==> config.mk <==
export PLATFORM = sky130hd
export DESIGN_NAME = reg_request_encoder_flat
export DESIGN_NICKNAME = d
export VERILOG_FILES = /design/src/rtl/reg_request_encoder_if.sv /design/src/rtl/reg_request_encoder.sv /design/src/flat_wrapper.sv
export SDC_FILE = /design/constraint.sdc
export NUM_CORES = 1
export LEC_CHECK = 0
export CAP_MARGIN = 10
export CORE_MARGIN = 2
export CORE_UTILIZATION = 54
export CTS_BUF_LIST = sky130_fd_sc_hd__clkbuf_8
export DETAILED_ROUTE_END_ITERATION = 10
export GPL_TIMING_DRIVEN = 0
export PLACE_DENSITY = 0.87
export SLEW_MARGIN = 15
export SYNTH_ARGS = -nofsm -noshare
export SYNTH_HDL_FRONTEND = slang
export SYNTH_SLANG_ARGS = --single-unit
export TNS_END_PERCENT = 1
==> constraint.sdc <==
create_clock -name In_Clock -period 5.41 [get_ports In_Clock]
set_clock_uncertainty 0.15 [all_clocks]
set_input_delay 1.623 -clock In_Clock [delete_from_list [all_inputs] [get_ports In_Clock]]
set_output_delay 1.623 -clock In_Clock [all_outputs]
set_load 0.005 [all_outputs]
==> src/rtl/reg_request_encoder_if.sv <==
// Request/grant bundle between the register-bank request logic and the bus controller.
// Out_Error is present only when REG_ENCODER_ERROR_EN is defined.
interface reg_request_encoder_if #(
    parameter int P_RegCount = 8
);
    localparam int ADDR_W = $clog2(P_RegCount);

    logic [P_RegCount-1:0] In_Request;
    logic                  In_Enable;
    logic                  In_Done;
    logic [ADDR_W-1:0]     Out_Address;
    logic                  Out_Valid;
    logic [P_RegCount-1:0] Out_Grant;
`ifdef REG_ENCODER_ERROR_EN
    logic                  Out_Error;
`endif

    // The encoder is the slave; the request bank / bus controller side is the master.
    modport slave (
        input  In_Request,
        input  In_Enable,
        input  In_Done,
        output Out_Address,
        output Out_Valid,
`ifdef REG_ENCODER_ERROR_EN
        output Out_Error,
`endif
        output Out_Grant
    );

    modport master (
        output In_Request,
        output In_Enable,
        output In_Done,
        input  Out_Address,
        input  Out_Valid,
`ifdef REG_ENCODER_ERROR_EN
        input  Out_Error,
`endif
        input  Out_Grant
    );
endinterface

==> src/rtl/reg_request_encoder.sv <==
// Round-robin request encoder: one-hot/multi-hot register requests to a held binary grant.
// Optional sticky protocol error flag enabled by defining REG_ENCODER_ERROR_EN.
//
// state   | meaning
// --------+---------------------------------------------------------------
// S_IDLE  | no grant active; select from live requests when enabled
// S_GRANT | grant frozen until In_Done; requests and enable are ignored
module reg_request_encoder #(
    parameter int P_RegCount = 8
) (
    input  logic In_Clock,
    input  logic In_Reset_n,
    reg_request_encoder_if.slave bus
);
    localparam int ADDR_W = $clog2(P_RegCount);

    typedef enum logic {
        S_IDLE  = 1'b0,
        S_GRANT = 1'b1
    } state_t;

    state_t                state_q, state_d;
    logic [ADDR_W-1:0]     ptr_q, ptr_d;
    logic [ADDR_W-1:0]     addr_q, addr_d;
    logic                  valid_q, valid_d;
    logic [P_RegCount-1:0] grant_q, grant_d;

    logic                  req_any;
    logic                  hi_found;
    logic [ADDR_W-1:0]     hi_idx;
    logic [ADDR_W-1:0]     any_idx;
    logic [ADDR_W-1:0]     sel_idx;
    logic [P_RegCount-1:0] sel_onehot;
    logic [ADDR_W-1:0]     ptr_inc;

    assign req_any = |bus.In_Request;

    // Lowest set bit at or above the pointer, else lowest set bit overall.
    always_comb begin
        hi_found = 1'b0;
        hi_idx   = '0;
        any_idx  = '0;
        for (int i = P_RegCount - 1; i >= 0; i--) begin
            if (bus.In_Request[i]) begin
                any_idx = ADDR_W'(i);
                if (i >= int'(ptr_q)) begin
                    hi_found = 1'b1;
                    hi_idx   = ADDR_W'(i);
                end
            end
        end
        sel_idx = hi_found ? hi_idx : any_idx;
    end

    always_comb begin
        sel_onehot = '0;
        for (int i = 0; i < P_RegCount; i++) begin
            sel_onehot[i] = (ADDR_W'(i) == sel_idx);
        end
    end

    assign ptr_inc = (addr_q == ADDR_W'(P_RegCount - 1)) ? '0 : ADDR_W'(addr_q + 1'b1);

    always_ff @(posedge In_Clock or negedge In_Reset_n) begin
        if (!In_Reset_n) begin
            state_q <= S_IDLE;
            ptr_q   <= '0;
            addr_q  <= '0;
            valid_q <= 1'b0;
            grant_q <= '0;
        end else begin
            state_q <= state_d;
            ptr_q   <= ptr_d;
            addr_q  <= addr_d;
            valid_q <= valid_d;
            grant_q <= grant_d;
        end
    end

    always_comb begin
        state_d = state_q;
        case (state_q)
            S_IDLE:  if (bus.In_Enable && req_any) state_d = S_GRANT;
            S_GRANT: if (bus.In_Done)              state_d = S_IDLE;
            default: state_d = S_IDLE;
        endcase
    end

    // Output next-values; the address is kept after a grant ends, only valid/grant clear.
    always_comb begin
        ptr_d   = ptr_q;
        addr_d  = addr_q;
        valid_d = valid_q;
        grant_d = grant_q;
        case (state_q)
            S_IDLE: begin
                valid_d = 1'b0;
                grant_d = '0;
                if (bus.In_Enable && req_any) begin
                    valid_d = 1'b1;
                    addr_d  = sel_idx;
                    grant_d = sel_onehot;
                end
            end
            S_GRANT: begin
                if (bus.In_Done) begin
                    valid_d = 1'b0;
                    grant_d = '0;
                    ptr_d   = ptr_inc;
                end
            end
            default: begin
                valid_d = 1'b0;
                grant_d = '0;
            end
        endcase
    end

    assign bus.Out_Address = addr_q;
    assign bus.Out_Valid   = valid_q;
    assign bus.Out_Grant   = grant_q;

`ifdef REG_ENCODER_ERROR_EN
    logic err_q;
    logic err_set;

    assign err_set = ((state_q == S_IDLE) && bus.In_Done) ||
                     ((state_q == S_GRANT) && ~|(bus.In_Request & grant_q));

    always_ff @(posedge In_Clock or negedge In_Reset_n) begin
        if (!In_Reset_n) begin
            err_q <= 1'b0;
        end else if (err_set) begin
            err_q <= 1'b1;
        end
    end

    assign bus.Out_Error = err_q;
`endif
endmodule

==> src/flat_wrapper.sv <==
// flat-port wrapper written by rule: the top's interface ports become plain ports
module reg_request_encoder_flat 
#(
    parameter int P_RegCount = 8
)
  (In_Clock, In_Reset_n, bus_In_Request, bus_In_Enable, bus_In_Done, bus_Out_Address, bus_Out_Valid, bus_Out_Grant);
  reg_request_encoder_if #(.P_RegCount(P_RegCount)) bus_i ();
  input  logic In_Clock;
  input  logic In_Reset_n;
  input wire logic [$bits(bus_i.In_Request)-1:0] bus_In_Request;
  input wire logic [$bits(bus_i.In_Enable)-1:0] bus_In_Enable;
  input wire logic [$bits(bus_i.In_Done)-1:0] bus_In_Done;
  output wire logic [$bits(bus_i.Out_Address)-1:0] bus_Out_Address;
  output wire logic [$bits(bus_i.Out_Valid)-1:0] bus_Out_Valid;
  output wire logic [$bits(bus_i.Out_Grant)-1:0] bus_Out_Grant;
  assign bus_i.In_Request = bus_In_Request;
  assign bus_i.In_Enable = bus_In_Enable;
  assign bus_i.In_Done = bus_In_Done;
  assign bus_Out_Address = bus_i.Out_Address;
  assign bus_Out_Valid = bus_i.Out_Valid;
  assign bus_Out_Grant = bus_i.Out_Grant;
  reg_request_encoder #(.P_RegCount(P_RegCount)) u_core (.In_Clock(In_Clock), .In_Reset_n(In_Reset_n), .bus(bus_i));
endmodule
==> flow_results.org, run 1 <==
** Synth
- Proportion of netlist area held by the largest area contributor :: 0.420
- Of the synthesized area, sequential elements account for 0.420.
- The netlist uses 37 different library cells.
- Synth Cell Area :: 952 um2
- Flip-flop cell with the highest count after synthesis :: dfrtp_1
- Syn nets :: 116
- Counting every instance in the synthesized netlist gives 102.
- Per-instance average area after synthesis :: 9.33 um2
- Counting flops with an async set or reset pin after synthesis yields a share of 1.00.
- Leading area contributor after synthesis :: dfrtp_1
- For this run, the number of Yosys warnings is 0.
- Total of flip-flops plus latches after synthesis :: 16
- The synthesized design contains 0 enable-type register cells.
- Sorting the synthesized cells by area gives the leading types as dfrtp_1 (42%), o41ai_1 (7.4%), nand2_1 (6.3%), mux2_2 (3.5%), nor2_1 (2.8%).

** Worst hold path
- Class of the tightest hold or removal check :: reg -> reg
- The worst hold path was traced through 2 stages.
- The startpoint identified for the worst hold timing path is u_core.bus.Out_Grant[1].
- The worst hold path terminates at u_core.bus.Out_Grant[1].

** Route
- The routed design has 2.13 mm of wire.
- The count of nets left with antenna violations once routing finished came out at 0.
- Average wire per cell in the routed design :: 14.6 um
- TritonRoute pass-1 iters :: 4
- For this block, the via count after detailed routing is 896.
- In the routed layout, each cell is associated on average with a via count of 6.14.
- Number of DRC markers in iteration 0 :: 20
- For this run, design rule violations remaining after detail routing come to 0.

** Cells and area
- The number of antenna diodes in the final layout is 0.
- Once layout is complete, the cells apart from fillers number 146.
- In the final layout, the share of cells above drive strength 1 is 0.116.
- The net count of the finished layout is 144.
- Summing all multi-input logic gate instances after layout gives 526 um2.
- Fill cells :: 128
- With fillers left out, the area of the finished cells amounts to 1260 um2.
- Relative to the synthesized area, the layout overhead comes to 32.2%.
- The sequential cells in the finished layout cover a total of 400 um2.

** Die
- In this run the horizontal extent of the chip is 46.0 um.
- The floorplan step defined a die boundary enclosing 2120 um2.
- The region available for standard cell placement spans 1690 um2.
- Effective utilization at floorplan :: 0.564
- 24 I/O pins were placed.
- After floorplanning, the core was divided into 15 placement rows.
- The die is 46.0 um tall.

** Placed design
- Routability-driven placement finished with a final weighted congestion of 0.841.
- Summed over all nets, the half-perimeter wirelength after detailed placement is 1.61 mm.
- Summing all placed instances gives a cell area of 1200 um2.
- The number of placed instances, taps included, is 142.
- Port Buffers :: 23

** Worst setup path
- The critical path is of the in -> reg type.
- In this run the worst path has a maximum fanout of 6.
- In this run the critical register-to-register path is launched from u_core.ptr_q[1].
- Slowest library cell on the worst path :: clkdlybuf4s50_1
- Kind of end point of the critical path :: register
- Worst flop-to-flop path endpoint :: u_core.bus.Out_Grant[6]
- Flop-to-flop setup slack :: 3.37 ns
- Bufs and invs on worst path :: 1
- Launching element type of the critical path :: primary input
- Data arrival time of the critical path :: 3.50 ns
- The signal on the critical path passes through clkdlybuf4s50_1 -> nor4_1 -> nand2b_1 -> a211oi_1 -> nand2_1 -> o41ai_1.
- In this design, the stage delay of the slowest critical-path cell is 0.49 ns.
- Length in cells of the worst reg-to-reg path :: 5
- CP Data Required Time :: 5.37 ns
- Largest delay share family, worst path :: simple AND/OR/NAND/NOR gates

** STA
- For this run, the top clock speed supported by timing is 283 MHz.
- Slew at the pin closest to its max-slew limit :: 0.705 ns
- The worst pin sits at a relative slew slack of 0.529.
- The number of hold-slack violations in the final timing report was 0.
- Min Tclk post-route :: 3.53 ns
- Dividing the final minimum period by the clock period gives 0.653.
- Setup violations remaining at the end of the flow were counted as 0.
- Final-layout worst hold slack :: 0.332 ns
- Setup repair after global routing missed its margin :: false
- Total negative slack for setup checks :: 0 ns
- The max-slew violation count is 0.

** Job
- The tool flagged a number of max-cap violations equal to 0.

** Clock tree
- Clock latency of the later-clocked register in the worst-skew pair :: 0.25 ns
- After clock tree synthesis, the setup repair step added 0 buffers.
- H-tree depth :: 1
- Root Driver :: clkbuf_8
- Clock-pin slew was measured on the worst setup and hold paths at 0.06 ns.
- In this run, post-CTS repair resized a total of 0 instances.
- Bufs on Longest Clock Path :: 2
- TritonCTS built the clock tree.
- Hold-fix buffer count after cts :: 0
- TritonCTS Sinks :: 16
- Total clock buffers created by CTS :: 3

** GRT
- Total track usage :: 0.229
- Entering global routing, the biggest net connects 17 pins.
- The first global-routing pass estimated 3.41 mm of wire.
- Number of antenna violations at the first check in global routing :: 0
- Gr ovfl total :: 0
- The via count of the first global-routing pass was 794.

** Power and ir drop
- For this design the ratio of total power to cell area is 439 nW/um2.
- Static Leakage :: 0.518 nW
- Worst IR drop on VDD :: 0.283 mV

** Outcome
- The run finished with clean final reports.
[synthesized netlist by cell type, drive strengths merged (3+ instances only)]
master / count
dfrtp: 16
nand2: 16
o41ai: 8
nor2: 7
o21ai: 6
a21oi: 4
inv: 4
mux2: 3
nand2b: 3
nand3: 3
nor2b: 3
o21a: 3
[worst max-delay path by stage]
stage                       from                   endpoint  depth (start not counted)
3_3_place_gp   bus_In_Request[7]  u_core.bus.Out_Address[1]                          6
5_1_grt        bus_In_Request[7]    u_core.bus.Out_Grant[6]                          5
3_5_place_dp   bus_In_Request[7]  u_core.bus.Out_Address[1]                          6
2_1_floorplan  bus_In_Request[2]    u_core.bus.Out_Grant[0]                          5
6_report       bus_In_Request[1]    u_core.bus.Out_Grant[6]                          6
4_1_cts        bus_In_Request[1]    u_core.bus.Out_Grant[6]                          6
[stage by stage]
step,total power [mW],setup WS (ns),utilization
global route,0.593,1.67,0.745
global placement,0.444,1.71,0.713
detailed placement,0.448,1.73,0.713
finish,0.553,1.88,0.745
floorplan,0.346,2.47,-
CTS,0.554,1.88,0.745
[cells by family after synthesis]
family,count (synthesis),synth area share
and+or+nand+nor,40,0.214
AOI/OAI and AO/OA,35,0.276
DFF,16,0.420
buffers and inverters,6,0.0276
muxes,3,0.0355
adders and majority gates,2,0.0263
[final cells by class]
class	count	area share
timing repair buffer	23	0.183
clock buffer	4	0.0437
inverter	4	0.0119
sequential	16	0.318
multi-input combinational	80	0.417
buffer	2	0.00895
tap	17	0.0169
[cell usage in the layout (no fill, tap or decap), drive strengths merged]
master,n
nand3,3
clkbuf,4
a21oi,4
a21o,1
o31ai,1
o21ba,1
buf,2
nor3,1
o311ai,1
dfrtp,16
nor2b,3
ha,2
a221oi,2
mux2,3
inv,4
o221a,1
a211oi,1
o41ai,8
o21bai,1
nor2,7
clkdlybuf4s50,23
or2,1
o21ai,6
and3,1
nand2,16
nor4,2
o22ai,1
nand3b,1
o21a,3
a21boi,2
a2bb2oi,1
nand2b,3
and2,2
a31oi,1
[where the power goes]
part	switching, mW	internal, mW	leakage [nW]
registers	0.0351	0.157	0.207
clock network	0.0409	0.0645	0.0288
logic	0.126	0.130	0.282
total	0.202	0.351	0.518
[sequential cells by signal, summed over array words and instances (netlist names)]
| register | count |
|---|---|
| u_core.bus.Out_Grant | 8 |
| u_core.bus.Out_Address | 3 |
| u_core.ptr_q | 3 |
| u_core.bus.Out_Valid | 1 |
| u_core.state_q | 1 |
[routing by layer]
| metal | track usage | wire length, um | up-vias |
|---|---|---|---|
| li1 | - | - | 441 |
| met1 | 0.280 | 964 | 423 |
| met2 | 0.364 | 999 | 23 |
| met5 | 0 | 0 | - |
| met4 | 0.103 | 53 | 0 |
| met3 | 0.0714 | 112 | 9 |
[tightest hold or removal path, cell delays in order, from the launching register on]
cell	delay, ns
dfrtp_1	0.34
nand2_1	0.05
o41ai_1	0.05
(Power assumes the default switching activity.)
==> inputs of run 2 (changes only) <==
--- a/config.mk
+++ b/config.mk
@@ -7,11 +7,11 @@
 export LEC_CHECK = 0
 export CAP_MARGIN = 10
 export CORE_MARGIN = 2
-export CORE_UTILIZATION = 54
+export CORE_UTILIZATION = 50
 export CTS_BUF_LIST = sky130_fd_sc_hd__clkbuf_8
 export DETAILED_ROUTE_END_ITERATION = 10
 export GPL_TIMING_DRIVEN = 0
-export PLACE_DENSITY = 0.87
+export PLACE_DENSITY = 0.81
 export SLEW_MARGIN = 15
 export SYNTH_ARGS = -nofsm -noshare
 export SYNTH_HDL_FRONTEND = slang
==> constraint.sdc (replaced) <==
create_clock -name In_Clock -period 3.5 [get_ports In_Clock]
set_clock_uncertainty 0.15 [all_clocks]
set_input_delay 1.05 -clock In_Clock [delete_from_list [all_inputs] [get_ports In_Clock]]
set_output_delay 1.05 -clock In_Clock [all_outputs]
set_load 0.005 [all_outputs]
==> run 2 against run 1 <==
  * Wire length grew 16%
  * Register-to-register slack lost 1.9 ns
  * Sequential share of layout area shrank 0.25 points
  * Worst hold slack gained 0.0061 ns
  * Combinational power grew 63%
  * Design area grew 0.80%
==> flow_results.org, run 2 (synthesis results as in run 1) <==
** STA
- Slew Viols, Final :: 0 (unchanged)
- Min Tclk post-route :: 2.95 ns
- Worst setup margin :: 0.550 ns (-1.33 ns)
- Setup repair after global routing missed its margin :: false
- Timing would allow up to 339 MHz.
- Number of hold violations in the final report :: 0 (unchanged)
- Total negative slack for setup checks :: 0 ns (unchanged)
- Worst-case headroom to the max-slew limit :: 0.511 (-0.0177)
- In the finished design, the share of the clock period the worst path needs comes to 0.843.
- The slew of the pin with the lowest slew margin came to 0.731 ns (+0.0264 ns).
- Final setup violation count :: 0 (unchanged)

** Worst setup path
- STA classifies the critical path startpoint as a primary input.
- The worst reg2reg path depth is 5 (unchanged).
- The endpoint required time on the critical path was 3.49 ns (-1.88 ns).
- The critical path data arrival time came to 2.94 ns (-0.56 ns).
- Among all stages on the critical path, the largest delay is contributed by clkdlybuf4s50_1.
- The critical path is of the in -> reg type.
- The critical path goes through clkdlybuf4s50_1 -> nor4_1 -> nand2b_1 -> a211oi_1 -> nand2_1 -> o41ai_1.
- Highest cell delay on the worst timing path :: 0.51 ns (+0.02 ns)
- Launching point of the worst reg2reg path :: u_core.ptr_q[1]
- Bufs and invs on worst path :: 1 (unchanged)
- The highest net fanout along the worst path was 6 (unchanged).
- Worst flop-to-flop path endpoint :: u_core.bus.Out_Grant[5]
- Flop-to-flop setup slack :: 1.48 ns (-1.89 ns)
- Largest delay share family, worst path :: simple AND/OR/NAND/NOR gates
- Kind of end point of the critical path :: register

** Outcome
- The flow ran to the end, and the final reports show no timing, DRC or antenna violations.

** Cells and area
- Leading cell type in the layout, fill and taps excluded :: clkdlybuf4s50_1
- The number of flip-flops under the largest register name came to 8 (unchanged).
- In the layout the commonest cells are clkdlybuf4s50_1 (23), nand2_1 (16), dfrtp_1 (16).
- Fill cells :: 145 (+13%)
- Non-filler instance count after layout :: 154 (+5.5%)
- The number of antenna repair diodes is 0 (unchanged).
- Area growth from synthesis to layout :: 33.2%
- Total area of multi-input combinational cells :: 526 um2 (unchanged)
- The sequential cell area came to 400 um2 (unchanged).
- The share of cells above drive strength 1 was 0.116 (unchanged).
- The layout net count was 144 (unchanged).

** Die
- Effective utilization at floorplan :: 0.540 (-0.0240)
- Core footprint :: 1760 um2 (+4.4%)
- The die height came to 47.6 um (+3.6%).
- Die Outline Area :: 2270 um2 (+7.3%)
- The total number of placement rows came to 15 (unchanged).
- The I/O pin total came to 24 (unchanged).
- The width of the die is 47.6 um (+3.6%).

** Clock tree
- The total clock buffers created by CTS was 3 (unchanged).
- H-tree depth :: 1 (unchanged)
- The number of buffers between clock root and the deepest sink is 2 (unchanged).
- The clock-pin slew on the worst setup and hold paths came to 0.07 ns (about the same).
- TritonCTS built the clock tree.
- TritonCTS Sinks :: 16 (unchanged)
- The insertion delay of the later-clocked pin in the worst-skew pair is 0.25 ns (about the same).
- Number of gates given a new drive strength after cts :: 0 (unchanged)
- The tree is rooted in a clkbuf_8.
- The count of buffers added by post-CTS timing repair for setup was 0 (unchanged).
- Hold-fix buffer count after cts :: 0 (unchanged)

** Worst hold path
- The worst hold path terminates at u_core.bus.Out_Valid.
- The path class of the tightest hold or removal check is reg -> reg.
- The number of instances on the worst hold path was 1 (-1).
- Hold wc startpoint :: u_core.bus.Out_Valid

** Route
- Routed vias/inst :: 6.03 (-1.7%)
- The total routed wirelength is 2.48 mm (+16%).
- The detailed router's first-iteration violation count came to 31 (+55%).
- Number of antenna-violating nets in the routed design :: 0 (unchanged)
- Via count :: 929 (+3.7%)
- Number of remaining DRC errors :: 0 (unchanged)
- TritonRoute pass-1 iters :: 4 (unchanged)
- The average routed wire per standard cell came to 16.1 um (+10%).

** Job
- Max-cap violation count :: 0 (unchanged)

** Placed design
- Port Buffers :: 23 (unchanged)
- The number of placed cells counting well taps was 150 (+5.6%).
- Pre-CTS setup slack :: 0.301 ns (-1.42 ns)
- HPWL after detailed placement :: 1.80 mm (+12%)
- The final weighted congestion in routability-driven placement was 0.853 (+1.5%).

** GRT
- The via count of the first global-routing pass is 883 (+11%).
- The global-route wire length before repair was 3.82 mm (+12%).
- Gr ovfl total :: 0 (unchanged)
- Number of antenna violations at the first check in global routing :: 0 (unchanged)
- Total track usage :: 0.244 (+0.0158)
- Largest net degree at the start of global routing :: 17 (unchanged)

** Power and ir drop
- The power density over the cells is 692 nW/um2 (+58%).
- The static power due to leakage came to 0.518 nW (unchanged).
- Worst IR drop on VDD :: 0.476 mV (+68%)
[run 2: cell counts in the layout (fill, tap and decap cells not counted)]
Identical to the previous run, type by type.
[run 2: metrics by stage]
stage	area, um2	power, mW	util	hold slack, ns
after floorplan	952	0.535	-	0.317
after global placement	1210	0.688	0.688	0.311
after detailed placement	1210	0.701	0.688	0.310
after CTS	1270	0.874	0.719	0.338
after global routing	1270	0.924	0.719	0.350
final	1270	0.879	0.719	0.338
[run 2: power by group]
group	internal [mW]	total (mW)	switching, mW
Sequential	0.242	0.293	0.0512
Clock	0.100	0.169	0.0692
Combinational	0.202	0.416	0.214
Total	0.544	0.879	0.334
[run 2: how the worst max path moves through the flow]
stage | from | end | slack, ns | depth (start not counted)
6_report | bus_In_Request[1] | u_core.bus.Out_Grant[5] | 0.55 | 6
3_3_place_gp | bus_In_Request[7] | u_core.bus.Out_Address[1] | 0.36 | 6
5_1_grt | bus_In_Request[1] | u_core.bus.Out_Grant[5] | 0.36 | 6
3_5_place_dp | bus_In_Request[1] | u_core.bus.Out_Grant[5] | 0.30 | 6
4_1_cts | bus_In_Request[1] | u_core.bus.Out_Grant[5] | 0.56 | 6
2_1_floorplan | bus_In_Request[2] | u_core.bus.Out_Grant[0] | 1.14 | 5
[run 2: routing by layer]
layer  part of all wire  vias up  wire length (um)  global-route usage
li1                   -      439                 -                   -
met1               0.43      441              1070               0.305
met5                  0        -                 0                   0
met2               0.49       44              1220               0.408
met4              0.015        0                36               0.114
met3              0.061        5               151              0.0491
[run 2: worst reg2reg max path, delay by kind of cell (launching register included)]
kind | cells | cell delay [ns]
AND/OR/NAND/NOR | 2 | 0.28
AO/OA/AOI/OAI | 3 | 1.00
flip-flops | 1 | 0.46
[run 2: layout make-up]
class / count / share of cell area
multi-input combinational: 80 / 0.414
inverter: 4 / 0.0118
clock buffer: 4 / 0.0434
sequential: 16 / 0.316
timing repair buffer: 23 / 0.181
buffer: 2 / 0.00888
tap: 25 / 0.0247
==> inputs of run 3 (changes only) <==
==> constraint.sdc (replaced) <==
create_clock -name In_Clock -period 2.75 [get_ports In_Clock]
set_clock_uncertainty 0.15 [all_clocks]
set_input_delay 0.825 -clock In_Clock [delete_from_list [all_inputs] [get_ports In_Clock]]
set_output_delay 0.825 -clock In_Clock [all_outputs]
set_load 0.005 [all_outputs]
==> run 3 against run 2 <==
  * Cell count unchanged
  * Highest routed layer unchanged
  * Wire length grew 1.3%
  * Core utilization grew 1.9 points
  * Sequential cell count is the same
  * Sequential share of layout area decreased by 0.82 points
  * Global-route usage is the same
  * Critical path type unchanged
  * First-iteration DRC count rose by 6.5%
  * Worst hold slack got worse by 0.0045 ns
  * Via count down 1.5%
==> flow_results.org, run 3 (synthesis results as in run 1) <==
** Clock tree
- The insertion delay of the later-clocked pin in the worst-skew pair is 0.25 ns (about the same).
- TritonCTS clock tree :: built
- Bufs on Longest Clock Path :: 2 (unchanged)
- The count of hold buffers inserted by post-cts repair was 0 (unchanged).
- The total clock buffers created by CTS is 3 (unchanged).
- The tree is rooted in a clkbuf_8.
- H-tree depth :: 1 (unchanged)
- The number of sinks driven by the clock tree was 16 (unchanged).
- Register clock-pin slew on the reported worst setup and hold paths :: 0.07 ns (about the same)

** Power and ir drop
- The proportion of power drawn by flip-flops and latches was 0.328 (-0.006).
- The power density over the cells came to 877 nW/um2 (+27%).
- The share of total power in combinational logic is 0.486 (+0.013).
- P_sw :: 0.442 mW (+32%)
- Post-layout total power :: 1.14 mW (+30%)
- The cell-internal power was 0.700 mW (+29%).
- Static Leakage :: 0.538 nW (+3.9%)
- Clock network fraction of total power :: 0.185 (-0.008)
- The largest voltage drop on the vdd net was 0.607 mV (+27%).
- The switching power as a share of total power is 0.387 (+0.00651).

** Worst setup path
- The reg-to-reg setup timing slack is 0.72 ns (-0.76 ns).
- In this run the critical register-to-register path is launched from u_core.ptr_q[1].
- The highest net fanout along the worst path came to 7 (+1).
- Type of the setup path with the least slack :: in -> reg
- Highest cell delay on the worst timing path :: 0.53 ns (+0.02 ns)
- The worst setup path is launched from a primary input.
- Kind of end point of the critical path :: register
- CP cell instances :: clkdlybuf4s50_1 -> nand3b_1 -> a221oi_2 -> a211oi_2 -> nand2b_1 -> o41ai_1
- Length in cells of the worst reg-to-reg path :: 5 (unchanged)
- In this run the critical register-to-register path is captured at u_core.bus.Out_Grant[3].
- For this design, the slowest cell found on the critical path is clkdlybuf4s50_1.
- Data arrival time of the critical path :: 2.72 ns (-0.22 ns)
- The endpoint required time on the critical path was 2.74 ns (-0.75 ns).

** STA
- Highest achievable clock rate :: 365 MHz
- The number of setup violations in the final report was 0 (unchanged).
- The remaining max-slew budget at the tightest pin is 0.518 (+0.00676).
- The worst path needs 2.74 ns of the cycle, external delays included.
- The max-slew violation count was 0 (unchanged).
- Setup repair after global routing could not meet its margin everywhere.
- Number of hold violations in the final report :: 0 (unchanged)
- The slew of the pin with the lowest slew margin was 0.721 ns (-0.0101 ns).
- Dividing the final minimum period by the clock period gives 0.995.

** GRT
- Total track usage :: 0.244 (unchanged)
- The global-route wire length before repair was 3.82 mm (unchanged).
- The maximum number of pins on one net before global-route repair was 17 (unchanged).
- Gr ovfl total :: 0 (unchanged)
- The initial antenna violation count was 0 (unchanged).
- Via count of the first global-routing pass :: 883 (unchanged)

** Job
- The number of max-cap violations was 0 (unchanged).

** Route
- Average wire per cell in the routed design :: 16.3 um (+1.3%)
- Number of remaining DRC errors :: 0 (unchanged)
- Total Wirelength :: 2.51 mm (+1.3%)
- The count of vias placed by the detailed router was 915 (-1.5%).
- TritonRoute pass-1 iters :: 4 (unchanged)
- Routed vias/inst :: 5.94 (-1.5%)
- Number of antenna-violating nets in the routed design :: 0 (unchanged)
- The detailed router's first-iteration violation count came to 33 (+6.5%).

** Die
- The die footprint is 2270 um2 (unchanged).
- Total number of placement rows :: 15 (unchanged)
- Core footprint :: 1760 um2 (unchanged)
- The initial core utilization is 0.540 (unchanged).
- Die extent in x :: 47.6 um (unchanged)
- I/O Pins :: 24 (unchanged)
- Chip height :: 47.6 um (unchanged)

** Cells and area
- Storage element area :: 400 um2 (unchanged)
- The number of antenna repair diodes is 0 (unchanged).
- The library cell used most frequently in the layout, excluding fill and tap cells, is clkdlybuf4s50_1.
- Highest-count cells in the layout ignoring fill and taps :: clkdlybuf4s50_1 (23), nand2_1 (16), dfrtp_1 (16)
- Relative to the synthesized area, the layout overhead comes to 36.8%.
- The share of cells above drive strength 1 was 0.155 (+0.0388).
- The combined area of the multi-input logic cells was 559 um2 (+6.4%).
- Final net count :: 144 (unchanged)
- Number of flip-flops under the largest register name :: 8 (unchanged)
- Non-filler instance count after layout :: 154 (unchanged)
- Fill cells :: 143 (-1.4%)

** Placed design
- The final weighted congestion in routability-driven placement is 0.853 (unchanged).
- The count of buffers inserted at the top-level ports is 23 (unchanged).
- HPWL after detailed placement :: 1.80 mm (unchanged)
- The number of placed cells counting well taps came to 150 (unchanged).

** Worst hold path
- The worst hold path terminates at u_core.bus.Out_Grant[5].
- Hold path depth :: 2 (+1)
- The startpoint identified for the worst hold timing path is u_core.bus.Out_Grant[5].
- The path class of the tightest hold or removal check is reg -> reg.

** Outcome
- The run finished with clean final reports.
## run 3: repair_timing
item,4_1_cts,5_1_grt
endpoints found under the setup margin,0,8
setup buffers,0,0
gates resized for setup,0,7
## run 3: worst max-delay path by stage
stage	start	to	slack, ns	cells past startpoint
after global routing	bus_In_Request[5]	u_core.bus.Out_Grant[1]	-0.02	6
after CTS	bus_In_Request[1]	u_core.bus.Out_Grant[5]	0.04	6
after global placement	bus_In_Request[7]	u_core.bus.Out_Address[1]	-0.17	6
after floorplan	bus_In_Request[2]	u_core.bus.Out_Grant[0]	0.61	5
after detailed placement	bus_In_Request[1]	u_core.bus.Out_Grant[5]	-0.22	6
final	bus_In_Request[5]	u_core.bus.Out_Grant[3]	0.01	6
## run 3: routing by layer
metal	GRT usage	up-vias	wire, um	part of all wire
met2	0.408	34	1260	0.50
li1	-	438	-	-
met1	0.305	440	1080	0.43
met4	0.114	0	25	0.010
met3	0.0491	3	146	0.058
met5	0	-	0	0
## run 3: layout make-up
| type | count | share of cell area |
|---|---|---|
| timing repair buffer | 23 | 0.177 |
| clock buffer | 4 | 0.0423 |
| sequential | 16 | 0.307 |
| tap | 25 | 0.0240 |
| inverter | 4 | 0.0115 |
| multi-input combinational | 80 | 0.429 |
| buffer | 2 | 0.00865 |
## run 3: worst max-delay path, delay by kind of cell
family                 cells  cell delay (ns)
AO/OA/AOI/OAI              3             0.85
buffers and inverters      1             0.53
AND/OR/NAND/NOR            2             0.52
## run 3: power by group through the flow
stage / registers, mW / clock network (mW) / logic [mW]
after floorplan: 0.370 / 0 / 0.310
after global placement: 0.374 / 0 / 0.502
after detailed placement: 0.377 / 0 / 0.516
after CTS: 0.373 / 0.213 / 0.525
after global routing: 0.385 / 0.219 / 0.603
final: 0.375 / 0.212 / 0.555
## run 3: through the flow
| stage | cell area [um2] | hold WS [ns] | setup slack [ns] | TNS (ns) | util |
|---|---|---|---|---|---|
| floorplan | 952 | 0.317 | 0.610 | 0 | - |
| global placement | 1210 | 0.311 | -0.168 | -1.05 | 0.688 |
| detailed placement | 1210 | 0.310 | -0.224 | -1.51 | 0.688 |
| CTS | 1270 | 0.338 | 0.0379 | 0 | 0.719 |
| global route | 1300 | 0.350 | -0.0200 | -0.0757 | 0.738 |
| finish | 1300 | 0.333 | 0.0131 | 0 | 0.738 |
==> variant: new RTL, settings of run 1 <==
`P_RegCount` is set to 8 in 3 places; all go to 32.
--- a/src/rtl/reg_request_encoder_if.sv
+++ b/src/rtl/reg_request_encoder_if.sv
@@ -1,7 +1,7 @@
 // Request/grant bundle between the register-bank request logic and the bus controller.
 // Out_Error is present only when REG_ENCODER_ERROR_EN is defined.
 interface reg_request_encoder_if #(
-    parameter int P_RegCount = 8
+    parameter int P_RegCount = 32
 );
     localparam int ADDR_W = $clog2(P_RegCount);
 
--- a/src/rtl/reg_request_encoder.sv
+++ b/src/rtl/reg_request_encoder.sv
@@ -6,7 +6,7 @@
 // S_IDLE  | no grant active; select from live requests when enabled
 // S_GRANT | grant frozen until In_Done; requests and enable are ignored
 module reg_request_encoder #(
-    parameter int P_RegCount = 8
+    parameter int P_RegCount = 32
 ) (
     input  logic In_Clock,
     input  logic In_Reset_n,
--- a/src/flat_wrapper.sv
+++ b/src/flat_wrapper.sv
@@ -1,7 +1,7 @@
 // flat-port wrapper written by rule: the top's interface ports become plain ports
 module reg_request_encoder_flat 
 #(
-    parameter int P_RegCount = 8
+    parameter int P_RegCount = 32
 )
   (In_Clock, In_Reset_n, bus_In_Request, bus_In_Enable, bus_In_Done, bus_Out_Address, bus_Out_Valid, bus_Out_Grant);
   reg_request_encoder_if #(.P_RegCount(P_RegCount)) bus_i ();
Interface: changed (resized bus_In_Request, bus_Out_Address and bus_Out_Grant); port bits go from 24 to 74. The function was not compared with the original's and may differ.
==> variant against run 1 <==
- sequential cell count up 28
- final cell count rose to 3.8 times the old value
- area after synthesis increased to 3.6 times the old value
- register-to-register slack got worse by 1.3 ns
- sequential share of layout area fell by 6.7 points
- final area grew to 3.5 times the old value
- via count rose to 4.2 times the old value
- hold slack better by 0.0035 ns
- setup slack got worse by 1.3 ns
- total power grew to 3.0 times the old value
- wire length grew to 5.3 times the old value
==> variant: results (changes against run 1) <==
* Status: completed
* P_leak at 1.78 nW (+240%)
* Post-synthesis mux area share at 0.621% (-2.9 points)
* DP Wirelength at 8370 µm (+420%)
* Clock Latency Late Sink at 0.29 ns (+0.04 ns)
* Gpl congestion at 0.979 (+17%)
* Avg Vias per Cell at 6.73 (+9.7%)
* Filler instances at 504 (+290%)
* VDD IR-drop max at 0.247 mV (-13%)
* Worst path top cell family by delay: simple AND/OR/NAND/NOR gates
* Met1 Track Usage GR at 42.7% (+15 points)
* Met2 WL at 5380 µm (+440%)
* Worst slew pin tran at 0.846 ns (+0.141 ns)
* Port bufs at 73 (+220%)
* CP max-delay cell: o41ai_1
* Fin Hold WS at 0.335 ns (+0.00351 ns)
* Clock slew at reported path FFs at 0.09 ns (+0.03 ns)
* Crit Path Max Fanout at 8 (+2)
* Fraction of layout cells with a size suffix above 1 at 12.6% (+0.98 points)
* Post-layout util at 70.2% (-4.3 points)
* Global-route wire length before repair at 18200 µm (+430%)
* TritonCTS Buffers at 5 (+2)
* GRT Overall Usage at 32.3% (+9.4 points)
* 1st-pass router iterations at 5 (+1)
* Met3 GRT Util at 5.64% (-1.5 points)
* Post-DP Area at 4270 µm² (+250%)
* Number of synthesized flops with an enable pin at 0 (unchanged)
* Worst path max stage delay at 0.86 ns (+0.37 ns)
* FF-to-FF setup slack at 2.04 ns (-1.33 ns)
* Largest net degree at the start of global routing at 36 (+19)
* Max Used Layer: met4
* Synth Area in Compound Gates at 35.9% (+8.3 points)
* Vias in the first global route at 3649 (+360%)
* DRT iter0 DRCs at 371 (+1800%)
* Layout Nets at 513 (+260%)
* Setup WS pre-CTS at 0.400 ns (-1.33 ns)
* Worst Slack Setup Final at 0.543 ns (-1.33 ns)
* Max reg flops at 32 (+24)
* WL final at 11300 µm (+430%)
* Adder-cell share of the synthesized area at 0.730% (-1.9 points)
* Synth Net Count at 432 (+270%)
* Ranking of synthesized cells by area: dfrtp_1, nand2_1, o41ai_2
* Routed len/inst at 20.4 µm (+40%)
* H-tree depth at 2 (+1)
* Hold buffers post-CTS at 0 (unchanged)
* Grt met2 use at 53.5% (+17 points)
* DRT met1 WL at 4660 µm (+380%)
* Sequential area share after synthesis at 32.1% (-9.9 points)
* Met3 WL at 958 µm (+760%)
* Post-Syn Area per Cell at 8.70 µm² (-6.8%)
* Commonest cells in the netlist: nand2_1, dfrtp_1, o21ai_0
* Worst endpoint data arrival time at 4.88 ns (+1.38 ns)
* Gates resized, CTS repair at 0 (unchanged)
* Post-synth cell types at 66 (+78%)
variant: worst paths after layout:
path	startpoint	endpoint	cells after the start
max	bus_In_Request[3]	u_core.bus.Out_Grant[30]	8
min	u_core.bus.Out_Grant[7]	u_core.bus.Out_Grant[7]	2
max reg2reg	u_core.ptr_q[1]	u_core.bus.Out_Grant[20]	11
min reg2reg	u_core.bus.Out_Grant[7]	u_core.bus.Out_Grant[7]	2
max in group asynchronous	In_Reset_n	u_core.ptr_q[2]	2
min in group asynchronous	In_Reset_n	u_core.bus.Out_Grant[7]	1
variant: power breakdown:
part	internal, W	switching (W)
clock	0.000139	0.000121
sequential	0.000375	0.0000408
combinational	0.000363	0.000641
variant: layout make-up:
cell class / count / area share [%]
plain buffers: 28 / 5.28
clock buffers: 5 / 1.57
clock inverters: 3 / 1.06
inverters: 11 / 0.942
multi-input cells: 311 / 46.8
flip-flops and latches: 44 / 25.1
well taps: 77 / 2.20
repair buffers: 74 / 17.0
